`config.mk`:
```
export PLATFORM = sky130hd
export DESIGN_NAME = mem_port_arbiter
export DESIGN_NICKNAME = d
export VERILOG_FILES = /design/src/rtl/mem_port_arbiter.sv
export SDC_FILE = /design/constraint.sdc
export NUM_CORES = 1
export LEC_CHECK = 0
export CORE_ASPECT_RATIO = 0.7
export CORE_MARGIN = 2
export CORE_UTILIZATION = 26
export DETAILED_ROUTE_END_ITERATION = 10
export GPL_ROUTABILITY_DRIVEN = 0
export PLACE_DENSITY = 0.76
export REMOVE_ABC_BUFFERS = 1
export SLEW_MARGIN = 5
export SYNTH_ARGS = -nofsm -noshare
export SYNTH_HDL_FRONTEND = slang
export SYNTH_SLANG_ARGS = --single-unit
```
`constraint.sdc`:
```
create_clock -name clk -period 1.7 [get_ports clk]
set_input_delay 0.51 -clock clk [delete_from_list [all_inputs] [get_ports clk]]
set_output_delay 0.51 -clock clk [all_outputs]
set_load 0.005 [all_outputs]
```
`src/rtl/mem_port_arbiter.sv`:
```
// Two-requester round-robin arbiter for a single-port register memory,
// with read-data return routing and a zero-fill CLEAR sweep.
module mem_port_arbiter #(
  parameter int WIDTH = 8,
  parameter int PSIZE = 4,
  parameter int DEPTH = 2**PSIZE
) (
  input  logic             clk,
  input  logic             rst_n,
  input  logic             a_req,
  input  logic             a_wr,
  input  logic [PSIZE-1:0] a_addr,
  input  logic [WIDTH-1:0] a_wdata,
  output logic             a_gnt,
  output logic             a_rvalid,
  input  logic             b_req,
  input  logic             b_wr,
  input  logic [PSIZE-1:0] b_addr,
  input  logic [WIDTH-1:0] b_wdata,
  output logic             b_gnt,
  output logic             b_rvalid,
  output logic [WIDTH-1:0] rdata,
  input  logic             clr_start,
  output logic             clr_busy,
  output logic             mem_wr,
  output logic             mem_rd,
  output logic [PSIZE-1:0] mem_wr_addr,
  output logic [PSIZE-1:0] mem_rd_addr,
  output logic [WIDTH-1:0] mem_data,
  input  logic [WIDTH-1:0] mem_rdata
);

  typedef enum logic {IDLE, CLEAR} state_t;

  state_t           state, state_nxt;
  logic [PSIZE-1:0] clr_cnt, clr_cnt_nxt;
  logic             last_gnt_b, last_gnt_b_nxt;
  logic             a_vld_p1, b_vld_p1;
  logic             sel_wr;
  logic [PSIZE-1:0] sel_addr;
  logic [WIDTH-1:0] sel_wdata;

  always_ff @(posedge clk) begin
    if (!rst_n) begin
      state      <= IDLE;
      clr_cnt    <= '0;
      last_gnt_b <= 1'b1;
      a_vld_p1   <= 1'b0;
      b_vld_p1   <= 1'b0;
    end else begin
      state      <= state_nxt;
      clr_cnt    <= clr_cnt_nxt;
      last_gnt_b <= last_gnt_b_nxt;
      a_vld_p1   <= a_gnt & ~a_wr;
      b_vld_p1   <= b_gnt & ~b_wr;
    end
  end

  always_comb begin
    state_nxt      = state;
    clr_cnt_nxt    = clr_cnt;
    last_gnt_b_nxt = last_gnt_b;
    a_gnt          = 1'b0;
    b_gnt          = 1'b0;
    clr_busy       = 1'b0;
    mem_wr         = 1'b0;
    mem_rd         = 1'b0;
    mem_wr_addr    = '0;
    mem_rd_addr    = '0;
    mem_data       = '0;
    sel_wr         = 1'b0;
    sel_addr       = '0;
    sel_wdata      = '0;
    if (rst_n) begin
      case (state)
        IDLE: begin
          if (clr_start) begin
            state_nxt   = CLEAR;
            clr_cnt_nxt = '0;
          end else begin
            // A wins unless B is also requesting and A was served last
            a_gnt = a_req & (~b_req | last_gnt_b);
            b_gnt = b_req & ~a_gnt;
            if (a_gnt) begin
              sel_wr         = a_wr;
              sel_addr       = a_addr;
              sel_wdata      = a_wdata;
              last_gnt_b_nxt = 1'b0;
            end else if (b_gnt) begin
              sel_wr         = b_wr;
              sel_addr       = b_addr;
              sel_wdata      = b_wdata;
              last_gnt_b_nxt = 1'b1;
            end
            if (a_gnt | b_gnt) begin
              if (sel_wr) begin
                mem_wr      = 1'b1;
                mem_wr_addr = sel_addr;
                mem_data    = sel_wdata;
              end else begin
                mem_rd      = 1'b1;
                mem_rd_addr = sel_addr;
              end
            end
          end
        end
        CLEAR: begin
          clr_busy    = 1'b1;
          mem_wr      = 1'b1;
          mem_wr_addr = clr_cnt;
          clr_cnt_nxt = clr_cnt + PSIZE'(1);
          if (clr_cnt == PSIZE'(DEPTH-1)) state_nxt = IDLE;
        end
        default: state_nxt = IDLE;
      endcase
    end
  end

  // ---- read return stage (one cycle after the read grant) ----
  assign a_rvalid = a_vld_p1;
  assign b_rvalid = b_vld_p1;
  assign rdata    = rst_n ? mem_rdata : '0;

  a_single_op: assert property (@(posedge clk) disable iff (!rst_n) !(mem_wr && mem_rd));

endmodule

```
After elaboration in Yosys (flattened, before gate mapping)
Index checks and enable logic that the tools add are counted.

word-level totals
  flip-flop bits (word level) = 8
  input bits = 39
  output and inout port bits = 31

operators by class
  add/subtract/negate cells = 1
  equal/unequal tests = 2
  muxes and demuxes = 50
  bitwise logic cells = 12
  reductions and logical operators = 2

operators by type and width
  operator                                      number
  2-to-1 mux 8 bit                              8
  2-to-1 mux 4 bit                              12
  2-to-1 mux 1 bit                              26
  one-hot mux 4 bit (2 select lines)            2
  inverter 1 bit                                6
  adder 4 x 1 -> 4 bit, second input constant   1
  bitwise AND 1 bit                             4
  equality test 4 bit, second input constant    1
  one-hot mux 1 bit (2 select lines)            2
  AND reduction 3 bit                           1
  inequality test 2 bit, second input constant  1
  OR 1 bit                                      2
  nonzero test 2 bit                            1

Logic depth before layout (Yosys ltp)
  depth after elaboration = 15
  depth in mapped cells = 5
  mapped depth without buffers = 5

Worst setup path before layout
Ideal clock, no wire load.

  path type = input -> output
  from = in b_req
  to = out mem_wr_addr[3]
  data arrival time = 1.335 ns
  path slack = -0.145 ns
  cell stages on the path = 4
  path buffers = 0
  path through = a21boi_2 a32oi_1 or2_4 o31ai_2

between the ends
  word-level cells in the longest chain between the ends = 15

RTL lines
  element                               RTL line  text
  from (decl)                           16        input logic b_req,
  inverter 1 bit                        82        a_gnt = a_req & (~b_req | last_gnt_b);
  OR 1 bit                              82
  bitwise AND 1 bit                     82
  inverter 1 bit                        83        b_gnt = b_req & ~a_gnt;
  bitwise AND 1 bit                     83
  2-to-1 mux 1 bit                      89        end else if (b_gnt) begin
  2-to-1 mux 1 bit                      84        if (a_gnt) begin
  2-to-1 mux 1 bit                      77        if (clr_start) begin
  2-to-1 mux 1 bit                      75        case (state)
  2-to-1 mux 1 bit                      74        if (rst_n) begin
  2-to-1 mux 4 bit                      96        if (sel_wr) begin
  2-to-1 mux 4 bit *                    95        if (a_gnt | b_gnt) begin
  2-to-1 mux 4 bit *                    77
  one-hot mux 4 bit (2 select lines) *  75
  2-to-1 mux 4 bit *                    74
  to (decl)                             27        output logic [PSIZE-1:0] mem_wr_addr,

Mark *: on every way between the ends. The rest lies on a longest branch, timed or not. The select of a mux whose other input is x is not followed.

Final worst setup path
  from = in b_req
  to = out mem_rd_addr[0]

between the ends
  word-level cells in the longest chain between the ends = 15

RTL lines
  element             RTL line  text
  inverter 1 bit      82
  OR 1 bit            82
  bitwise AND 1 bit   82
  inverter 1 bit      83
  bitwise AND 1 bit   83
  2-to-1 mux 1 bit    89
  2-to-1 mux 1 bit    84
  2-to-1 mux 1 bit    77
  2-to-1 mux 1 bit    75
  2-to-1 mux 1 bit    74
  2-to-1 mux 4 bit    96
  2-to-1 mux 4 bit *  95
  2-to-1 mux 4 bit *  77
  2-to-1 mux 4 bit *  75
  2-to-1 mux 4 bit *  74
  to (decl)           28        output logic [PSIZE-1:0] mem_rd_addr,

Marked as above.

==> metrics.txt <==
worst r2r src last_gnt_b$_SDFFE_PN1P_; Post-Syn Instances 101; routed via count 1,225; CP arrival 1770 ps; worst vdd ir 328 uV; CP Max Fanout 4; share of layout cells above drive strength 1 55.4%; Die W 65.9 um; CTS tree done; Final min period 2280 ps; fin area 1860 um^2; met2 wire len 2210 um; initial antenna violation count 0; DP Area 1540 um^2; global-route wire length before repair 5380 um; status finished, violations left; Worst Tran Pin Value 429 ps; met3 routed WL 261 um; CORE AREA 2500 um^2; CTS buffer count 3; die span in y 47.4 um; Worst Setup SP b_req; per-cell routed wire length 17.1 um; total grt overflow 0; drt pass-1 iters 5; Final Util 74.6%; clock network latency to the later pin of the worst-skew pair 230 ps; WP data required 1190 ps; Root Buffer clkbuf_8; failing checks negative setup slack; Top Ports 70; Clock transition at path regs 40 ps; Final Hold Fails 0; CTS max path bufs 2; Yosys warnings 0; GRT Resource Usage Total 23.2%; final net count 246; multi-input logic area 679 um^2; antenna viol nets, final 0; Critical Path Sink mem_rd_addr[0]; flops & latches, synth 8; Area Growth Syn to Fin 167%; CP Launch Type primary input; Iter 0 DRT Violations 26; H-Tree Depth 1; endpoint type of the worst setup path output port; post-synth cell types 28; PwrDens 434 nW/um^2; PortBufs 69; # diodes 0; vias in the first global route 1,131; sequential fraction of the synthesis area 22.9%; Met1 Wirelength 1400 um; largest net degree at the start of global routing 11; Critical R2R Capture b_rvalid$_SDFF_PN0_; area of the mapped netlist 698 um^2; Detailed Place HPWL 2510 um; # fillers 168; Worst Skew 2.97 ps; max-capacitance violation count 0; syn avg cell area 6.91 um^2; # setup viols final 20; relative slew slack 71.2%; die area 3120 um^2; register area 165 um^2; floorplan row count 15; HP Class primary input to flip-flop; Max Clock Freq 438 MHz; DR DRC count 0; reg2reg path depth 7; Initial Utilization 28.0%; highest routed layer met4; final period utilization 134%; TritonCTS Sinks 8; Leakage Power 0.000909 uW; Slew Viols, Final 0; Routed WL 4060 um; drt via density 5.15; WHS 471 ps; flop2flop setup slack 390 ps; setup ws final -584 ps; Setup Crit Path Kind primary input to output port; RSZ-0062 raised after global routing yes
[critical path: stages]
cell and delay [ps]:
buf_8 110, a21boi_4 130, a32oi_2 190, buf_4 150, o211ai_1 180, buf_4 210
buf_6 100, nor2_2 70, buf_2 120
[worst min path at each step]
stage | cells after the start | start | endpoint | slack (ps)
floorplan | 1 | clr_cnt[3]$_SDFFE_PN0P_ | state$_SDFF_PN0_ | 440
global placement | 1 | clr_cnt[3]$_SDFFE_PN0P_ | state$_SDFF_PN0_ | 460
detailed placement | 1 | clr_cnt[3]$_SDFFE_PN0P_ | state$_SDFF_PN0_ | 470
CTS | 1 | clr_cnt[3]$_SDFFE_PN0P_ | state$_SDFF_PN0_ | 480
global route | 2 | a_wr | a_rvalid$_SDFF_PN0_ | 480
finish | 2 | a_wr | a_rvalid$_SDFF_PN0_ | 470
[cell usage after synthesis]
library cell	n	area share [%]
o211ai_1	1	1.1
nand2_1	13	7.0
a21oi_1	10	7.2
o311a_1	1	1.4
inv_1	4	2.1
nand3_1	13	9.3
a32oi_1	1	1.3
ha_1	1	1.8
nand2b_1	2	1.8
o31ai_2	4	7.2
nor3_1	1	0.72
a22oi_1	4	4.3
mux2_2	1	1.6
and3_1	1	0.90
a31oi_1	1	0.90
dfxtp_1	8	23
o21ai_0	3	2.1
a21boi_2	1	1.6
or2_4	1	1.3
nor2_1	7	3.8
and2_1	12	11
a21boi_1	1	1.1
clkbuf_1	5	2.7
nor2b_1	1	0.90
buf_4	1	1.1
o311ai_0	1	1.3
buf_2	1	0.72
a22o_1	1	1.3
[per-layer routing]
layer / vias up / GRT usage (%)
met5: - / 0
met4: 0 / 11.0
met2: 80 / 44.0
li1: 562 / -
met3: 20 / 5.52
met1: 563 / 25.5
[cells by family (layout without fill, tap and decap cells)]
logic type               after synthesis  count (layout)  share of synthesized area [%]
AO/OA/AOI/OAI                         29              29                           30.6
adder cells (fa/ha/maj)                1               1                           1.79
buffers and inverters                 11             114                           6.63
flip-flops                             8               8                           22.9
multiplexers                           1               1                           1.61
AND/OR/NAND/NOR                       51              51                           36.4
[power breakdown]
part / total, uW / internal (uW) / switching (uW)
clock network: 233 / 154 / 78.7
logic: 375 / 218 / 157
registers: 201 / 195 / 5.96
[cell type report]
| cell class | instances | area share (%) |
|---|---|---|
| Timing Repair Buffer | 107 | 49.4 |
| Multi-Input combinational cell | 82 | 36.5 |
| Sequential cell | 8 | 8.86 |
| Tap cell | 34 | 2.28 |
| Clock buffer | 3 | 2.22 |
| Inverter | 4 | 0.806 |
[flip-flops by register name, summed over array words and instances, names as in the netlist]
register / count
last_gnt_b: 1
b_rvalid: 1
state: 1
clr_cnt: 4
a_rvalid: 1
[per-stage QoR]
step	power [uW]	TNS [ps]	setup slack [ps]	std cells
6_report	809	-7940	-584	238
3_3_place_gp	474	-29350	-1180	215
2_1_floorplan	283	-1130	-145	94
3_5_place_dp	480	-31270	-1280	215
5_1_grt	850	-8830	-624	238
4_1_cts	771	-6790	-541	234
[cell usage in the layout (no fill, tap or decap), types with 5 or more instances in the layout]
cell	count
a21oi_2	6
and2_1	10
buf_2	28
buf_4	27
buf_6	13
clkdlybuf4s50_1	26
dfxtp_1	6
dlymetal6s2s_1	8
nand2_1	9
nand3_1	8
nand3_2	5
[repair_timing]
action,4_1_cts,5_1_grt
setup buffers,16,5
gates resized for setup,176,34
setup endpoints to repair,30,29
pin swaps,18,17
cloned,0,0
hold buffers,0,0
No activity file was read; power rests on OpenSTA's default activity.
